--- src/rtl/emmc_dat_rx_pkg.sv ---
// jedec_p: shared eMMC DAT-bus constants, bus-size and receiver state types.
package jedec_p;
    localparam int DAT_WIDTH = 8;
    localparam logic [15:0] CRC16_POLY = 16'h1021;
    typedef enum logic [1:0] {BUS_1B = 2'd0, BUS_4B = 2'd1, BUS_8B = 2'd2} bus_siz_t;
    typedef enum logic [2:0] {ST_IDLE, ST_WAIT_START, ST_DATA, ST_CRC, ST_END} emmc_dat_rx_state_t;
    function automatic logic [DAT_WIDTH-1:0] line_mask(input bus_siz_t b);
        return b == BUS_1B ? 8'h01 : b == BUS_4B ? 8'h0F : 8'hFF;
    endfunction
endpackage

--- src/rtl/emmc_crc16.sv ---
// emmc_crc16: serial CRC16 (x^16+x^12+x^5+1, init 0) for one DAT line.
module emmc_crc16 import jedec_p::*; (
    input  logic        clk_i,
    input  logic        rst_i,
    input  logic        clr_i,
    input  logic        en_i,
    input  logic        din_i,
    output logic [15:0] crc_o
);
    logic [15:0] crc_q, crc_d;
    always_comb crc_d = {crc_q[14:0], 1'b0} ^ ((din_i ^ crc_q[15]) ? CRC16_POLY : 16'h0000);
    always_ff @(posedge clk_i) begin
        if (rst_i || clr_i) crc_q <= '0;
        else if (en_i) crc_q <= crc_d;
    end
    assign crc_o = crc_q;
endmodule

--- src/rtl/emmc_dat_rx.sv ---
// emmc_dat_rx: eMMC DAT receive stage (start bit, 1/4/8-bit deserialise, per-line CRC16, end bit).
// Define EMMC_DAT_RX_TIMEOUT_EN to abort with err_o after NAC_MAX cycles without a start bit.
module emmc_dat_rx import jedec_p::*; #(
    parameter int BLK_LEN = 512,
    parameter int NAC_MAX = 65535
) (
    input  logic                 clk_i,
    input  logic                 rst_i,
    input  logic                 arm_i,
    input  logic [15:0]          blk_cnt_i,
    input  logic [1:0]           bus_siz_i,
    input  logic                 abort_i,
    input  logic [DAT_WIDTH-1:0] emmc_dat_i,
    output logic [7:0]           dat_o,
    output logic                 dvalid_o,
    output logic                 blk_done_o,
    output logic                 crc_ok_o,
    output logic                 done_o,
    output logic                 err_o,
    output logic                 busy_o
);
    localparam int BW = BLK_LEN > 1 ? $clog2(BLK_LEN) : 1;
    emmc_dat_rx_state_t state_q, state_d;
    bus_siz_t bsz_q, bsz_d;
    logic [15:0] rem_q, rem_d;
    logic [BW-1:0] bcnt_q, bcnt_d;
    logic [2:0] beat_q, beat_d;
    logic [3:0] ccnt_q, ccnt_d;
    logic [7:0] sh_q, sh_d, dat_q, dat_d, nxt;
    logic [DAT_WIDTH-1:0][15:0] rx_crc_q, rx_crc_d, calc_crc;
    logic dvalid_q, dvalid_d, blk_done_q, blk_done_d, crc_ok_q, crc_ok_d;
    logic done_q, done_d, err_q, err_d;
    logic [DAT_WIDTH-1:0] mask, line_ok;
    logic start, last_beat, crc_clr;
`ifdef EMMC_DAT_RX_TIMEOUT_EN
    logic [15:0] tmo_q, tmo_d;
`endif

    assign mask      = line_mask(bsz_q);
    assign start     = (emmc_dat_i & mask) == '0;
    assign last_beat = beat_q == (bsz_q == BUS_1B ? 3'd7 : bsz_q == BUS_4B ? 3'd1 : 3'd0);
    assign nxt       = bsz_q == BUS_1B ? {sh_q[6:0], emmc_dat_i[0]} :
                       bsz_q == BUS_4B ? {sh_q[3:0], emmc_dat_i[3:0]} : emmc_dat_i[7:0];
    assign crc_clr   = state_q == ST_WAIT_START && start;

    for (genvar g = 0; g < DAT_WIDTH; g++) begin : g_crc
        emmc_crc16 u_crc (
            .clk_i (clk_i),
            .rst_i (rst_i),
            .clr_i (crc_clr),
            .en_i  (state_q == ST_DATA && mask[g]),
            .din_i (emmc_dat_i[g]),
            .crc_o (calc_crc[g])
        );
        assign line_ok[g] = !mask[g] || (calc_crc[g] == rx_crc_q[g] && emmc_dat_i[g]);
    end

    always_comb begin
        state_d    = state_q;
        bsz_d      = bsz_q;
        rem_d      = rem_q;
        bcnt_d     = bcnt_q;
        beat_d     = beat_q;
        ccnt_d     = ccnt_q;
        sh_d       = sh_q;
        dat_d      = dat_q;
        rx_crc_d   = rx_crc_q;
        dvalid_d   = 1'b0;
        blk_done_d = 1'b0;
        crc_ok_d   = 1'b0;
        done_d     = 1'b0;
        err_d      = err_q;
`ifdef EMMC_DAT_RX_TIMEOUT_EN
        tmo_d      = tmo_q;
`endif
        case (state_q)
            ST_IDLE: if (arm_i) begin
                state_d = ST_WAIT_START;
                bsz_d   = bus_siz_i == 2'd3 ? BUS_8B : bus_siz_t'(bus_siz_i);
                rem_d   = blk_cnt_i == 16'd0 ? 16'd1 : blk_cnt_i;
                err_d   = 1'b0;
`ifdef EMMC_DAT_RX_TIMEOUT_EN
                tmo_d   = '0;
`endif
            end
            ST_WAIT_START: if (start) begin
                state_d = ST_DATA;
                bcnt_d  = '0;
                beat_d  = '0;
            end else begin
`ifdef EMMC_DAT_RX_TIMEOUT_EN
                if (tmo_q == 16'(NAC_MAX - 1)) begin
                    state_d = ST_IDLE;
                    err_d   = 1'b1;
                    done_d  = 1'b1;
                end else tmo_d = tmo_q + 16'd1;
`else
                state_d = ST_WAIT_START;
`endif
            end
            ST_DATA: begin
                sh_d   = nxt;
                beat_d = last_beat ? 3'd0 : beat_q + 3'd1;
                if (last_beat) begin
                    dat_d    = nxt;
                    dvalid_d = 1'b1;
                    bcnt_d   = bcnt_q + 1'b1;
                    if (bcnt_q == BW'(BLK_LEN - 1)) begin
                        state_d = ST_CRC;
                        ccnt_d  = '0;
                    end
                end
            end
            ST_CRC: begin
                for (int k = 0; k < DAT_WIDTH; k++) rx_crc_d[k] = {rx_crc_q[k][14:0], emmc_dat_i[k]};
                ccnt_d  = ccnt_q + 4'd1;
                state_d = ccnt_q == 4'd15 ? ST_END : ST_CRC;
            end
            ST_END: begin
                blk_done_d = 1'b1;
                crc_ok_d   = &line_ok;
                err_d      = err_q || !(&line_ok);
                rem_d      = rem_q - 16'd1;
                done_d     = rem_q == 16'd1;
                state_d    = rem_q == 16'd1 ? ST_IDLE : ST_WAIT_START;
`ifdef EMMC_DAT_RX_TIMEOUT_EN
                tmo_d      = '0;
`endif
            end
            default: state_d = ST_IDLE;
        endcase
        // abort wins over every transition and swallows any strobe launched this cycle
        if (abort_i) begin
            state_d    = ST_IDLE;
            dvalid_d   = 1'b0;
            blk_done_d = 1'b0;
            crc_ok_d   = 1'b0;
            done_d     = 1'b0;
        end
    end

    always_ff @(posedge clk_i) begin
        if (rst_i) begin
            state_q    <= ST_IDLE;
            bsz_q      <= BUS_1B;
            rem_q      <= '0;
            bcnt_q     <= '0;
            beat_q     <= '0;
            ccnt_q     <= '0;
            sh_q       <= '0;
            dat_q      <= '0;
            rx_crc_q   <= '0;
            dvalid_q   <= 1'b0;
            blk_done_q <= 1'b0;
            crc_ok_q   <= 1'b0;
            done_q     <= 1'b0;
            err_q      <= 1'b0;
`ifdef EMMC_DAT_RX_TIMEOUT_EN
            tmo_q      <= '0;
`endif
        end else begin
            state_q    <= state_d;
            bsz_q      <= bsz_d;
            rem_q      <= rem_d;
            bcnt_q     <= bcnt_d;
            beat_q     <= beat_d;
            ccnt_q     <= ccnt_d;
            sh_q       <= sh_d;
            dat_q      <= dat_d;
            rx_crc_q   <= rx_crc_d;
            dvalid_q   <= dvalid_d;
            blk_done_q <= blk_done_d;
            crc_ok_q   <= crc_ok_d;
            done_q     <= done_d;
            err_q      <= err_d;
`ifdef EMMC_DAT_RX_TIMEOUT_EN
            tmo_q      <= tmo_d;
`endif
        end
    end

    assign dat_o      = dat_q;
    assign dvalid_o   = dvalid_q;
    assign blk_done_o = blk_done_q;
    assign crc_ok_o   = crc_ok_q;
    assign done_o     = done_q;
    assign err_o      = err_q;
    assign busy_o     = state_q != ST_IDLE;
endmodule

--- config.mk ---
export PLATFORM = sky130hd
export DESIGN_NAME = emmc_dat_rx
export DESIGN_NICKNAME = d
export VERILOG_FILES = /design/src/rtl/emmc_dat_rx_pkg.sv /design/src/rtl/emmc_crc16.sv /design/src/rtl/emmc_dat_rx.sv
export SDC_FILE = /design/constraint.sdc
export NUM_CORES = 1
export LEC_CHECK = 0
export BUFFER_PORTS_ARGS = -buffer_cell sky130_fd_sc_hd__buf_2
export CORE_ASPECT_RATIO = 1.2
export CORE_UTILIZATION = 25
export DETAILED_ROUTE_END_ITERATION = 10
export HOLD_SLACK_MARGIN = 0.15
export PLACE_DENSITY_LB_ADDON = 0.15
export SYNTH_ARGS = -nofsm -noshare
export SYNTH_HDL_FRONTEND = slang
export SYNTH_SLANG_ARGS = --single-unit
export TNS_END_PERCENT = 50
--- constraint.sdc ---
create_clock -name clk_i -period 2.2 [get_ports clk_i]
set_input_delay 0.33 -clock clk_i [delete_from_list [all_inputs] [get_ports clk_i]]
set_output_delay 0.33 -clock clk_i [all_outputs]
set_load 0.02 [all_outputs]
# After elaboration in Yosys (flattened, before gate mapping)
# Index checks and enable logic that the tools add are counted.
# W data, S select, Z words.
[word_totals]
latch_bits = 0
romBits = 0
wordCells = 167
mem_bits_rw = 0
ff_bits = 313
in_bits = 30
output_inout_bits = 14
memories = 0
[op_classes]
n_reduce_logical = 55
div_mod_pow = 0
multipliers = 0
bitwise_logic = 19
n_addsub = 4
order_cmp = 0
muxes = 38
n_eq_ne = 22
shifts = 0
[ops]
columns = ["cell", "count"]
rows = [
  ["$eq A16 B16 Y1", 8],
  ["$xor A16 B16 Y16", 8],
  ["$mux W13", 8],
  ["$mux W16", 2],
  ["$mux W8", 4],
  ["$pmux W16 S2", 1],
  ["$mux W3", 7],
  ["$mux W9", 2],
  ["$pmux W9 S2", 1],
  ["$logic_and A1 B1 Y1", 17],
  ["$eq A16 B1 Y1 const B", 1],
  ["$logic_not A16 Y1", 1],
  ["$sub A16 B1 Y16 const B", 1],
  ["$pmux W3 S5", 1],
  ["$logic_or A1 B1 Y1", 10],
  ["$add A9 B1 Y9 const B", 1],
  ["$eq A9 B9 Y1 const B", 1],
  ["$logic_not A1 Y1", 9],
  ["$reduce_and A3 Y1", 3],
  ["$and A8 B8 Y8", 1],
  ["$logic_not A8 Y1", 1],
  ["$mux W4", 2],
  ["$pmux W4 S2", 1],
  ["$reduce_and A2 Y1", 4],
  ["other kinds (24)", 43],
]

# Longest topological paths before layout
# Gate-level depths: netlist of the first run.
[logic_depth]
depth_word = 9
ltp_mapped = 10
ltp_nobuf = 10

# Modules after synthesis
# From an unflattened synthesis of the first run, not the netlist that was laid out.
[unflattened]
cells_unflattened = 1709
area_unflattened_um2 = 14730.4
[modules_own_cells]
columns = ["mod", "instances", "area_each_um2", "cells_per_inst", "seq_area_each_um2"]
rows = [
  ["emmc_dat_rx", 1, 8884.8, 1125, 3703.6],
  ["emmc_crc16", 8, 730.7, 73, 320.3],
]

# Worst setup path after synthesis of the first run
# OpenSTA, ideal clock, no wires.
[synth_timing]
kind = "register to register"
start = "register rem_q[2]"
end = "register rem_q[13]"
synth_period_minus_slack_ns = 2.088
path_stages_with_launch = 8
path_buffers = 0
setup_slack_ns = 0.112
setup_ns = 0.067
required_time_ns = 2.133
t_arrival_ns = 2.021
path_cell_list = "dfxtp_1 -> nor2_2 -> or4b_4 -> or4_4 -> nor2_4 -> nand3b_2 -> mux2_4 -> a21oi_2"
[synth_via]
elab_chain_len = 2
[synth_lines]
columns = ["item", "line", "rtl"]
rows = [
  ["from (decl)", "emmc_dat_rx.sv:25", "logic [15:0] rem_q, rem_d;"],
  ["from (signal assigned)", "emmc_dat_rx.sv:164", "rem_q <= rem_d;"],
  ["$sub A16 B1 Y16", "emmc_dat_rx.sv:123", "rem_d = rem_q - 16'd1;"],
  ["$pmux W16 S2", "emmc_dat_rx.sv:76", "case (state_q)"],
]
# Every way passes these cells.
# A chain may end at the register's enable or synchronous reset.

# Final worst setup path of the first run
[layout_timing]
start = "register rem_q[3]"
end = "register rem_q[13]"
# Same word-level chain as after synthesis.

==> results.tsv, run 1 <==
metric	value	unit
status	complete, no violations	
setup_viol_count_final	0	
worstPathRequired	2690	ps
fmax	467	MHz
globalplace.congestion	0.768	
synth.distinct_cells	55	
die_area	53300	µm²
areaGrowthSynthToFinish	25.5	%
ir_worst_vdd	396	µV
finalMaxSlewViolations	0	
worstPathCellList	nor2_2, or4b_4, or4_4, nor2_4, nand3b_2, mux2_4, a21oi_2	
ant_nets	0	
synth-seq-cells	313	
power.density	753	nW/µm²
synth_nets	1686	
grt_pass1_vias	10800	
clock-sinks	313	
yosys_warnings	0	
r2r_cells	7	
grtUsageTotal	14.5	%
cts_tree	built	
io_buffers	43	
placed_cell_area	14900	µm²
syn_area_per_cell	7.93	µm²
worstHoldStart	rst_i	
synth_edf_count	0	
cts-root-buf	clkbuf_16	
cp_slowest_cell	or4b_4	
power_leakage	5.46	nW
vias	11200	
drtPass1Iterations	7	
critPathLaunchType	flop	
initial_core_util	25.4	%
grt_pass1_wl	61000	µm
cap_violations	0	
worstSetupEndpointType	flop	
antenna_found_initial	1	
core_area	51600	µm²
post_drt_via_cell_ratio	4.51	
nets	1799	
hold_class	in -> reg	
crit_arrival	2630	ps
slew_headroom	61.3	%
drive_gt1_share	15.3	%
hold_viol	0	
drc	0	
period_share	97.3	%
clockBufferDepth	3	
worst_pin_slew	577	ps
clk_latency	550	ps
synth_area	13100	µm²
timing.final.ws_setup	58.8	ps
hold_path_end	rem_q[4]$_SDFFE_PP0P_	
fp-row-count	91	
grt_start_max_net_pins	93	
layoutNonFillerInstCount	2484	
holdPathStages	2	
final_util	31.8	%
r2r-start	rem_q[3]$_SDFFE_PP0P_	
fin_crit	2140	ps
synth_flop_cell	dfxtp_1	
cts-buffers-inserted	38	
wl_per_cell	15.5	µm
wirelength	38500	µm
reg2reg_slack	60	ps
die_w	211	µm
cp_max_fo	3	
cts_htree_levels	2	
dr.first_iter.drc_count	755	
ys_seq_area_share	47.9	%
p_total	12.4	mW
grt_overflow	0	
slowest_delay	500	ps
hpwl	24700	µm
die_y	253	µm
pre_cts_ws	-176	ps
rr_endpoint	rem_q[13]$_SDFFE_PP0P_	
rsz0062_at_grt	yes	
whs	156	ps
numPlacedInstances	2401	
design_area	16400	µm²
worstSetupPathType	reg -> reg	
tns	0	ps
ios	44	
ys_async_sr_fraction	0	%
clkTransAtPathRegs	60	ps
skew	22.8	ps
netlist_instances	1650	
antenna_cells	0	
cells in the mapped netlist (3+ instances only):
master,count,share of area (%)
buf_1,3,0.086
nor3_1,23,0.88
or3_1,3,0.14
nor2_1,53,1.5
nor4_1,16,0.77
o21ai_0,16,0.61
and2_1,5,0.24
a21oi_1,282,11
inv_1,7,0.20
dfxtp_1,313,48
ha_1,6,0.57
nand3b_1,3,0.17
xor2_1,15,1.0
buf_2,6,0.23
a22oi_1,4,0.23
a2111oi_0,4,0.27
mux2_2,4,0.34
nand2_1,531,15
a31oi_1,3,0.14
xnor2_1,141,9.4
and3_1,10,0.48
mux2i_1,6,0.46
nand3_1,11,0.42
nand4_1,32,1.5
a211oi_1,21,1.2
clkbuf_1,96,2.8
layout make-up:
| cell class | count | area (µm²) |
|---|---|---|
| timing repair buffer | 178 | 1450 |
| tap | 697 | 872 |
| fill | 5480 | 35200 |
| sequential | 313 | 6280 |
| multi-input combinational | 1225 | 6590 |
| clock buffer | 57 | 1130 |
| inverter | 7 | 26.3 |
| clock inverter | 7 | 61.3 |
state kept, by name, summed over array words and instances, names as in the netlist:
name               flops
crc_ok_o               1
beat_q                 3
rx_crc_q             128
sh_q                   7
blk_done_o             1
done_o                 1
g_crc.u_crc.crc_o    128
state_q                3
bcnt_q                 9
dvalid_o               1
err_o                  1
dat_o                  8
bsz_q                  2
rem_q                 16
ccnt_q                 4
report_power, final:
group | internal [mW] | switching (mW)
clock network | 3.57 | 2.53
registers | 5.70 | 0.0334
logic | 0.204 | 0.332
timing repair:
item                                    in CTS  in global routing
pin swaps                                    1                 15
endpoints found under the setup margin       7                 18
hold buffers                                17                  0
setup buffers                                0                  2
hold endpoints to repair                    29                  0
gates resized for setup                      6                 31
worst max-delay path: cells and delay by family (launching register included):
family          cells  cell delay [ps]
simple gates        5             1320
mux                 1              310
compound gates      1              130
flops               1              330
layout by cell type, fill, tap and decap left out, types with 3 or more instances in the layout:
master         synthesis  routed
or3_1                  3       3
nand3b_1               3       3
buf_2                  6      42
ha_1                   6       5
buf_4                  0     104
nand2_1              531     530
mux2i_1                6       6
a31oi_1                3       3
clkinv_2               0       3
dfxtp_1              313     300
o21ai_0               16      15
nand3_1               11       9
mux2_2                 4       4
a211oi_1              21      20
xor2_1                15      15
a21oi_1              282     281
and3_1                10       7
nor4_1                16      13
clkbuf_8               0       9
a22oi_1                4       4
a2111oi_0              4       3
clkbuf_1              96       9
nor2_1                53      51
xnor2_2                0       8
xnor2_1              141     132
nor3_1                23      22
dlygate4sd3_1          0      17
buf_12                 0      14
clkbuf_16              0      39
and2_1                 5       4
dfxtp_2                0      13
nand4_1               32      32
inv_1                  7       7
and3_4                 0       3
routing by layer:
metal / routed length, µm / GRT usage (%)
met1: 18100 / 18.8
met2: 18300 / 24.3
met3: 1340 / 2.70
met4: 780 / 4.27
met5: 13 / 0
how the worst max path moves through the flow:
stage,startpoint,to,slack (ps)
2_1_floorplan,rem_q[2]$_SDFFE_PP0P_,rem_q[13]$_SDFFE_PP0P_,110
3_3_place_gp,emmc_dat_i[7],bcnt_q[7]$_SDFFE_PP0P_,-240
3_5_place_dp,emmc_dat_i[7],bcnt_q[7]$_SDFFE_PP0P_,-180
4_1_cts,rem_q[2]$_SDFFE_PP0P_,rem_q[13]$_SDFFE_PP0P_,-30
5_1_grt,bcnt_q[0]$_SDFFE_PP0P_,ccnt_q[3]$_SDFFE_PP0P_,-60
6_report,rem_q[3]$_SDFFE_PP0P_,rem_q[13]$_SDFFE_PP0P_,60
cell families (layout without fill, tap and decap cells):
logic type	Yosys count	in the layout	share of synthesized area, %
flops	313	313	47.9
buf+inv	112	249	3.27
simple gates	709	709	22.9
xor+xnor	156	156	10.4
mux	11	11	0.918
fa+ha+maj	6	6	0.574
compound gates	343	343	14.0
Note: power is estimated with default switching activity, not from simulation.
==> inputs of run 2 (changes only) <==
CORE_UTILIZATION = 35   (was 25)
==> results.tsv, run 2 (synthesized netlist as in run 1, its figures left out) <==
metric	value	unit	change
post_drt_via_cell_ratio	5.01		+11%
whs	165	ps	+8.51 ps
setup_viol_count_final	0		unchanged
finalMaxSlewViolations	0		unchanged
fp-row-count	77		-15%
period_share	98.2	%	+0.87 points
hold_class	in -> reg		
die_w	179	µm	-15%
areaGrowthSynthToFinish	19.6	%	
worstSetupEndpointType	flop		
worstPathRequired	2660	ps	-30 ps
final_common_cell	nand2_1		
mostFrequentLayoutCells	nand2_1, dfxtp_1, a21oi_1		
r2r_cells	7		unchanged
clock-sinks	313		unchanged
fmax	463	MHz	-0.88%
die_y	214	µm	-15%
cp_num_cells	7		unchanged
skew	26.4	ps	+3.61 ps
power.density	773	nW/µm²	+2.6%
ant_nets	0		unchanged
clk_latency	530	ps	-20 ps
slowest_delay	520	ps	+20 ps
globalplace.congestion	0.850		+11%
cts_htree_levels	2		unchanged
drive_gt1_share	12.1	%	-3.2 points
critPathLaunchType	flop		
r2r-start	rem_q[2]$_SDFFE_PP0P_		
numPlacedInstances	2132		-11%
core_area	36800	µm²	-29%
dr.first_iter.drc_count	648		-14%
placed_cell_area	14300	µm²	-4.1%
design_area	15600	µm²	-4.7%
reg2reg_slack	40	ps	-20 ps
clockBufferDepth	3		unchanged
status	complete, no violations		
power_leakage	5.14	nW	-5.9%
critPathCapture	rem_q[13]$_SDFFE_PP0P_		
io_buffers	43		unchanged
layoutNonFillerInstCount	2210		-11%
clkTransAtPathRegs	60	ps	about the same
cts-buffers-inserted	35		-7.9%
tns	0	ps	unchanged
grtUsageTotal	18.2	%	+3.7 points
cts-root-buf	clkbuf_16		
hold_viol	0		unchanged
ios	44		unchanged
worstSetupPathType	reg -> reg		
cap_violations	0		unchanged
antenna_cells	0		unchanged
die_area	38200	µm²	-28%
crit_family	simple AND/OR/NAND/NOR gates		
cts_tree	built		
grt_overflow	0		unchanged
fin_crit	2160	ps	+19.1 ps
grt_pass1_wl	55300	µm	-9.4%
p_total	12.1	mW	-2.2%
rr_endpoint	rem_q[13]$_SDFFE_PP0P_		
crit_buf_inv	0		unchanged
initial_core_util	35.6	%	+10 points
hpwl	22600	µm	-8.6%
fillCellCount	3785		-31%
wirelength	34500	µm	-10%
crit_path_start	rem_q[2]$_SDFFE_PP0P_		
rsz0062_at_grt	yes		
worstPathCellList	nor2_2, or4b_4, or4_4, nor2_4, nand3b_2, mux2_4, a21oi_2		
slew_headroom	62.2	%	+0.96 points
worst_pin_slew	564	ps	-12.4 ps
drc	0		unchanged
drtPass1Iterations	5		-2
cp_slowest_cell	or4_4		
grt_start_max_net_pins	67		-28%
cp_max_fo	4		+1
nets	1746		-2.9%
antenna_found_initial	0		-1
crit_arrival	2620	ps	about the same
wl_per_cell	15.6	µm	+0.77%
grt_pass1_vias	10400		-3.7%
ir_worst_vdd	544	µV	+37%
vias	11100		-1.1%
[run 2: changes by cell type in the layout (fill, tap and decap cells not counted), moves of 4 or more]
cell / change
clkbuf_8: -5
dfxtp_1: +7
xnor2_1: +7
xnor2_2: -6
dfxtp_2: -7
clkbuf_16: -4
buf_4: -48
[run 2: what timing repair did]
action,4_1_cts,5_1_grt
endpoints found under the hold margin,17,0
buffers inserted,0,1
resized for setup,4,18
pin swaps,2,9
endpoints found under the setup margin,3,6
hold buffers,14,0
[run 2: per-stage QoR]
| stage | utilization [%] | setup WS (ps) |
|---|---|---|
| 6_report | 42.5 | 39.7 |
| 5_1_grt | 42.5 | -34.2 |
| 4_1_cts | 42.3 | 2.84 |
| 3_5_place_dp | 38.8 | -114 |
| 3_3_place_gp | 38.8 | -36.0 |
| 2_1_floorplan | - | 112 |
[run 2: cell type report]
type	instances	area [µm²]	area share, %
clock inverter	14	176	1.13
timing repair buffer	128	1080	6.92
clock buffer	49	968	6.19
inverter	7	26.3	0.168
sequential	313	6270	40.1
tap	474	593	3.79
multi-input combinational	1225	6530	41.7
[run 2: power breakdown]
group          total (mW)  switching, mW  internal (mW)
clock network        5.85           2.39           3.46
registers            5.73         0.0338           5.70
logic               0.514          0.318          0.196
[run 2: worst min path at each step]
stage          slack, ps             startpoint                      end  cells after the start
2_1_floorplan        400                abort_i  state_q[1]$_SDFFE_PP0P_                      1
3_3_place_gp         440  dat_o[0]$_SDFFE_PP0P_    dat_o[0]$_SDFFE_PP0P_                      2
3_5_place_dp         450  dat_o[0]$_SDFFE_PP0P_    dat_o[0]$_SDFFE_PP0P_                      2
4_1_cts              150           blk_cnt_i[3]    rem_q[3]$_SDFFE_PP0P_                      3
5_1_grt              180           blk_cnt_i[8]    rem_q[8]$_SDFFE_PP0P_                      3
6_report             160           blk_cnt_i[3]    rem_q[3]$_SDFFE_PP0P_                      3
[run 2: tightest hold or removal path, stage by stage]
cell	delay, ps
buf_2	110
nor2_1	110
a2111oi_0	70
[run 2: layer usage]
metal,vias to the layer above,GRT usage (%),share of wire [%]
met5,-,0,0
met4,0,5.00,1.9
met3,42,2.43,2.9
met2,157,31.5,49
met1,5254,23.6,47
li1,5616,-,-
